$ cat src/rtl/control_botones_pkg.sv
// Shared constants and types for the push-button front end of the grid game.
package control_botones_pkg;

  localparam int NUM_DIRS      = 4;
  localparam int DIR_ARRIBA    = 3;
  localparam int DIR_ABAJO     = 2;
  localparam int DIR_DERECHA   = 1;
  localparam int DIR_IZQUIERDA = 0;

  typedef logic [NUM_DIRS-1:0] dir_vec_t;

endpackage

$ cat src/rtl/control_botones_antirrebote.sv
// One button: two-flop synchroniser, debounce counter, stable level and a
// single-cycle press event raised on the edge the stable level rises.
module antirrebote #(
  parameter int DEBOUNCE_CYCLES = 500000
) (
  input  logic clk_i,
  input  logic rst_ni,
  input  logic btn_i,
  output logic estable_o,
  output logic pulsacion_o
);

  localparam int CW = $clog2(DEBOUNCE_CYCLES);
  localparam logic [CW-1:0] CNT_MAX = CW'(DEBOUNCE_CYCLES - 1);

  logic          sync1_q, sync2_q;
  logic          estable_q, estable_d;
  logic [CW-1:0] cnt_q, cnt_d;

  always_comb begin
    estable_d = estable_q;
    cnt_d     = '0;
    if (sync2_q != estable_q) begin
      if (cnt_q == CNT_MAX) begin
        estable_d = sync2_q;
      end else begin
        cnt_d = cnt_q + 1'b1;
      end
    end
  end

  always_ff @(posedge clk_i or negedge rst_ni) begin
    if (!rst_ni) begin
      sync1_q   <= 1'b0;
      sync2_q   <= 1'b0;
      estable_q <= 1'b0;
      cnt_q     <= '0;
    end else begin
      sync1_q   <= btn_i;
      sync2_q   <= sync1_q;
      estable_q <= estable_d;
      cnt_q     <= cnt_d;
    end
  end

  // The press event is combinational so the top can latch it on the same edge.
  assign pulsacion_o = estable_d & ~estable_q;
  assign estable_o   = estable_q;

endmodule

$ cat src/rtl/control_botones.sv
// Four debounced buttons feeding a priority arbiter of one-cycle move pulses.
// Optional auto-repeat while held: define CONTROL_BOTONES_AUTO_REPEAT_EN.
module control_botones
  import control_botones_pkg::*;
#(
  parameter int DEBOUNCE_CYCLES = 500000,
  parameter int REPEAT_DELAY    = 25000000,
  parameter int REPEAT_RATE     = 10000000
) (
  input  logic                clk,
  input  logic                reset,
  input  logic                habilitar,
  input  logic [NUM_DIRS-1:0] btn,
  output logic                arriba,
  output logic                abajo,
  output logic                derecha,
  output logic                izquierda,
  output logic [NUM_DIRS-1:0] btn_estable
);

  if (DEBOUNCE_CYCLES < 2 || REPEAT_DELAY < 1 || REPEAT_RATE < 1) begin : g_param_check
    $error("control_botones: DEBOUNCE_CYCLES must be >= 2 and REPEAT_* >= 1");
  end

  dir_vec_t estable, pulsacion, repetir;
  dir_vec_t pend_q, pend_d;
  dir_vec_t salida_q, salida_d;

  for (genvar i = 0; i < NUM_DIRS; i++) begin : g_boton
    antirrebote #(
      .DEBOUNCE_CYCLES(DEBOUNCE_CYCLES)
    ) u_antirrebote (
      .clk_i      (clk),
      .rst_ni     (reset),
      .btn_i      (btn[i]),
      .estable_o  (estable[i]),
      .pulsacion_o(pulsacion[i])
    );
  end

`ifdef CONTROL_BOTONES_AUTO_REPEAT_EN
  localparam int RPT_MAX = (REPEAT_DELAY > REPEAT_RATE) ? REPEAT_DELAY : REPEAT_RATE;
  localparam int RW      = $clog2(RPT_MAX + 1);
  localparam logic [RW-1:0] RPT_DELAY_MAX = RW'(REPEAT_DELAY - 1);
  localparam logic [RW-1:0] RPT_RATE_MAX  = RW'(REPEAT_RATE - 1);

  logic [RW-1:0] rpt_cnt_q [NUM_DIRS];
  logic [RW-1:0] rpt_cnt_d [NUM_DIRS];
  dir_vec_t      rpt_first_q, rpt_first_d;

  // First interval after a press is REPEAT_DELAY, later ones REPEAT_RATE.
  always_comb begin
    for (int i = 0; i < NUM_DIRS; i++) begin
      rpt_cnt_d[i]   = '0;
      rpt_first_d[i] = rpt_first_q[i];
      repetir[i]     = 1'b0;
      if (pulsacion[i]) begin
        rpt_first_d[i] = 1'b1;
      end else if (estable[i]) begin
        if (rpt_cnt_q[i] == (rpt_first_q[i] ? RPT_DELAY_MAX : RPT_RATE_MAX)) begin
          repetir[i]     = 1'b1;
          rpt_first_d[i] = 1'b0;
        end else begin
          rpt_cnt_d[i] = rpt_cnt_q[i] + 1'b1;
        end
      end
    end
  end

  always_ff @(posedge clk or negedge reset) begin
    if (!reset) begin
      for (int i = 0; i < NUM_DIRS; i++) rpt_cnt_q[i] <= '0;
      rpt_first_q <= '0;
    end else begin
      for (int i = 0; i < NUM_DIRS; i++) rpt_cnt_q[i] <= rpt_cnt_d[i];
      rpt_first_q <= rpt_first_d;
    end
  end
`else
  assign repetir = '0;
`endif

  // New requests are OR-ed in after the grant is cleared, so a set beats a clear.
  always_comb begin
    salida_d = '0;
    pend_d   = '0;
    if (habilitar) begin
      for (int i = NUM_DIRS - 1; i >= 0; i--) begin
        if (pend_q[i] && (salida_d == '0)) salida_d[i] = 1'b1;
      end
      pend_d = (pend_q & ~salida_d) | pulsacion | repetir;
    end
  end

  always_ff @(posedge clk or negedge reset) begin
    if (!reset) begin
      pend_q   <= '0;
      salida_q <= '0;
    end else begin
      pend_q   <= pend_d;
      salida_q <= salida_d;
    end
  end

  assign arriba      = salida_q[DIR_ARRIBA];
  assign abajo       = salida_q[DIR_ABAJO];
  assign derecha     = salida_q[DIR_DERECHA];
  assign izquierda   = salida_q[DIR_IZQUIERDA];
  assign btn_estable = estable;

endmodule

$ cat config.mk
export PLATFORM = sky130hd
export DESIGN_NAME = control_botones
export DESIGN_NICKNAME = d
export VERILOG_FILES = /design/src/rtl/control_botones_pkg.sv /design/src/rtl/control_botones_antirrebote.sv /design/src/rtl/control_botones.sv
export SDC_FILE = /design/constraint.sdc
export NUM_CORES = 1
export LEC_CHECK = 0
export ABC_CLOCK_PERIOD_IN_PS = 3600
export CORE_MARGIN = 5
export CORE_UTILIZATION = 60
export CTS_BUF_LIST = sky130_fd_sc_hd__clkbuf_4 sky130_fd_sc_hd__clkbuf_8
export DETAILED_ROUTE_END_ITERATION = 10
export PLACE_DENSITY_LB_ADDON = 0.1
export SLEW_MARGIN = 0
export SYNTH_ARGS = -nofsm -noshare
export SYNTH_HDL_FRONTEND = slang
export SYNTH_SLANG_ARGS = --single-unit
$ cat constraint.sdc
create_clock -name clk -period 3.6 [get_ports clk]
set_input_delay 0.72 -clock clk [delete_from_list [all_inputs] [get_ports clk]]
set_output_delay 0.72 -clock clk [all_outputs]
set_load 0.005 [all_outputs]
# Yosys cells after proc, flatten, opt, wreduce, memory -nomap -nowiden
# Cells that the tools add are included.
op_classes:
  addsub: 4
  n_eq_ne: 8
  mux: 26
  bitwise: 12
  n_reduce_logical: 5
ops:
  columns: ["op", "n"]
  rows:
  - ["19-bit two-way mux", 8]
  - ["19-bit by 1-bit adder with 19-bit output, second input constant", 4]
  - ["19-bit equality test, second input constant", 4]
  - ["1-bit two-way mux", 16]
  - ["4-bit two-way mux", 2]
  - ["1-bit NOT", 5]
  - ["1-bit AND", 4]
  - ["4-bit AND", 1]
  - ["1-bit inequality test", 4]
  - ["4-bit NOT", 1]
  - ["4-bit bitwise OR", 1]
  - ["1-bit logical AND", 3]
  - ["3-bit logical NOT", 1]
  - ["2-bit logical NOT", 1]
word_totals:
  reg_bits: 96
  inputBits: 7
  output_inout_bits: 8
  word_cells: 73

# Logic depth before layout (Yosys ltp)
depth:
  depth_word: 18
  ltp_mapped: 6
  ltp_nobuf: 5

# Cells and area by module
# From an unflattened synthesis, not the netlist that was laid out.
hier_totals:
  cells_unflattened: 459
  area_unflattened_um2: 4657.0
by_module_without_submodules:
  columns: ["module", "n_inst", "cells_per_inst", "area_each_um2", "seq_area_each_um2"]
  rows:
  - ["antirrebote", 4, 109, 1093.5, 550.5]
  - ["control_botones", 1, 23, 282.8, 200.2]

# Worst setup path after synthesis
# No wires, ideal clock.
synth_timing:
  path_kind: "register to register"
  start: "register g_boton[3].u_antirrebote.cnt_q[5]"
  end: "register g_boton[3].u_antirrebote.cnt_q[10]"
  arrival_time_ns: 1.990
  required_ns: 3.481
  path_slack_ns: 1.491
  path_stages_with_launch: 7
  path_buffers: 2
  period_less_slack_ns: 2.109
  cell_sequence: "dfrtp_1 buf_6 or4_1 or4_4 o21ai_4 buf_6 nor2_1"
synth_between:
  elab_chain_len: 3
synth_rtl:
  columns: ["item", "line", "source"]
  rows:
  - ["from (decl)", "control_botones_antirrebote.sv:18", "logic [CW-1:0] cnt_q, cnt_d;"]
  - ["from (signal assigned)", "control_botones_antirrebote.sv:42", "cnt_q <= cnt_d;"]
  - ["19-bit by 1-bit adder with 19-bit output or 19-bit equality test (tied branches)", "control_botones_antirrebote.sv:27, control_botones_antirrebote.sv:24", null]
  - ["19-bit two-way mux (*)", "control_botones_antirrebote.sv:24", "if (cnt_q == CNT_MAX) begin"]
  - ["19-bit two-way mux (*)", "control_botones_antirrebote.sv:23", "if (sync2_q != estable_q) begin"]
  - ["named net g_boton[3].u_antirrebote.cnt_d[10]", "control_botones_antirrebote.sv:18", null]
# Mark *: on every way through the listed nets, which the timed path passes. The rest lies on a longest branch.

# Worst setup path after layout
layout_timing:
  start: "register g_boton[3].u_antirrebote.cnt_q[5]"
  end: "register g_boton[3].u_antirrebote.cnt_q[12]"
# Same word-level chain as after synthesis.

==> results_dict.tcl <==
set metrics [dict create \
    r2r_slack_ns 1.33 \
    final.setup.tns_ns 0 \
    whs_ns 0.359 \
    ys_seq_area_share_pct 52.6 \
    finalCriticalPeriod_ns 2.27 \
    arrival_ns 2.50 \
    dp_cells 549 \
    grt.total_usage_pct 18.5 \
    synth.ff_latch_count 96 \
    setup_violations 0 \
    root_buffer "clkbuf_8" \
    synthArstFlopShare_pct 100 \
    ir_drop_mv 0.284 \
    synth_ff_type "dfrtp_1" \
    p_leak_uw 0.00201 \
    drt_pass1_iterations 4 \
    slew_viol_final 0 \
    cts_buffers 9 \
    clkLatencyLatePin_ns 0.35 \
    drive_above_1_share_pct 7.30 \
    rows 31 \
    globalplace.congestion 0.880 \
    die_y_um 97.2 \
    fmax_mhz 440 \
    end_kind "flip-flop" \
    netlist_area_sq_mm 0.00456 \
    finalWirelength_mm 8.27 \
    cts_sinks 96 \
    status "finished clean" \
    hold_class "reg -> reg" \
    ios 15 \
    cap_violations 0 \
    grt_pass1_wl_mm 14.7 \
    core_sq_mm 0.00733 \
    synth_nets 457 \
    first_iter_violations 106 \
    cp_slowest_cell "or4_4" \
    dieArea_sq_mm 0.00945 \
    critPathLaunchType "flip-flop" \
    finalPower_uw 1970 \
    drcViolationCount 0 \
    holdBufCountCts 0 \
    cts_tree "yes" \
    ctsResizeCount 0 \
    layout_commonest_cell "dfrtp_1" \
    synth_edf_count 0 \
    ctsHtreeMaxLevel 3 \
    rsz0062_at_grt "no" \
    grt_pass1_vias 3273 \
    final_cell_mix "96 x dfrtp_1, 67 x nor2_1, 30 x nand3_1, 30 x xnor2_1, 29 x xor2_1" \
    fin_crit_sh_pct 63.2 \
    port_buffers 14 \
    areaGrowthSynthToFinish_pct 9.60 \
    netlist_instances 446 \
    antenna_found_initial 0 \
    syn_area_per_cell_sq_um 10.2 \
    via_per_inst 5.84 \
    grt_max_degree 68 \
    worst-setup-path-type "reg -> reg" \
    initial_core_util_pct 62.2 \
    final_cells 565 \
    vias 3297 \
    wl_per_cell_um 14.6 \
    diodes 0 \
    clock_skew_ns 0.00728 \
    path_cells "or4_1 > or4_4 > o21ai_4 > nor2_1" \
    synth_warnings 0 \
    p_per_area_mw_per_mm2 393 \
    cpPeakStageDelay_ns 0.57 \
    ant_nets 0 \
    worst_slew_pin_slew_ns 0.803 \
    die_width_um 97.2 \
    critPathMaxFanout 19 \
    hold_viol 0 \
    place_hpwl_mm 5.71 \
    relSlewSlack_pct 46.5 \
    synth.distinct_cells 43 \
    clk_pin_slew_ns 0.09 \
    clock_path_buffers 2 \
    finish.net_count 472 \
    crit_required_ns 3.83 \
    post_cts_buffers 0 \
    grt_overflow 0 \
]
synth_stat cells, types with 3 or more instances:
cell type	count	area, sq um
a21oi_1	11	55.1
and3_1	7	43.8
and4_1	8	70.1
buf_4	4	30.0
clkbuf_1	6	22.5
dfrtp_1	96	2400
ha_1	4	50.1
inv_1	14	52.6
mux2_2	4	45.0
nand2_1	22	82.6
nand3_1	30	150
nand3b_1	5	37.5
nand4_1	23	144
nand4bb_1	3	33.8
nor2_1	67	251
nor3_1	13	65.1
nor4_1	16	100
nor4b_1	3	26.3
o21ai_0	8	40.0
o31ai_1	3	22.5
or3_1	5	31.3
or4_1	9	67.6
xnor2_1	30	263
xor2_1	29	254
flip-flops by register name, indices dropped and copies added, names as in the netlist:
register                         cells
g_boton.u_antirrebote.cnt_q         76
g_boton.u_antirrebote.estable_o      4
g_boton.u_antirrebote.sync1_q        4
g_boton.u_antirrebote.sync2_q        4
pend_q                               4
salida_q                             4
per-stage QoR:
stage          cell area [sq um]  utilization [%]  worst slack [ns]
4_1_cts                     5000             68.2              1.32
3_5_place_dp                4770             65.1              1.34
5_1_grt                     5000             68.2              1.19
3_3_place_gp                4770             65.1              1.40
2_1_floorplan               4560                -              1.49
6_report                    5000             68.2              1.33
logic make-up after synthesis:
group           Yosys count  synth area share, %
buf+inv                  29                 3.13
mux                       6                 1.43
flops                    96                 52.6
compound gates           31                 4.39
simple gates            221                 26.0
fa+ha+maj                 4                 1.10
xor+xnor                 59                 11.3
power by group:
part	internal, uW	switching (uW)
Combinational	22.5	47.4
Sequential	1090	16.2
Clock	412	375
Total	1530	439
path summary, 6_finish.rpt:
path / to / startpoint / depth (start not counted)
max in group asynchronous: g_boton[0].u_antirrebote.cnt_q[2]$_DFF_PN0_ / reset / 2
max reg2reg: g_boton[3].u_antirrebote.cnt_q[12]$_DFF_PN0_ / g_boton[3].u_antirrebote.cnt_q[5]$_DFF_PN0_ / 4
min in group asynchronous: g_boton[2].u_antirrebote.cnt_q[17]$_DFF_PN0_ / reset / 1
min reg2reg: g_boton[0].u_antirrebote.sync2_q$_DFF_PN0_ / g_boton[0].u_antirrebote.sync1_q$_DFF_PN0_ / 0
max: g_boton[3].u_antirrebote.cnt_q[12]$_DFF_PN0_ / g_boton[3].u_antirrebote.cnt_q[5]$_DFF_PN0_ / 4
min: g_boton[0].u_antirrebote.sync2_q$_DFF_PN0_ / g_boton[0].u_antirrebote.sync1_q$_DFF_PN0_ / 0
critical path, delay by kind of cell, from the launching register on:
kind,cells,cell delay (ns)
AOI/OAI and AO/OA,1,0.45
DFF,1,0.47
and+or+nand+nor,3,1.23
cell type report:
class	instances	area (sq um)
Multi-Input combinational cell	321	2020
Inverter	14	52.6
Timing Repair Buffer	19	175
Clock buffer	10	138
Tap cell	99	124
Clock inverter	6	91.3
Sequential cell	96	2400
Fill cell	558	2330
layer usage:
layer / global-route usage [%] / routed length (um)
met1: 24.2 / 3790
met4: 5.08 / 113
met5: 0 / 0
met3: 4.52 / 248
met2: 30.8 / 4110
No activity file was read; power rests on OpenSTA's default activity.
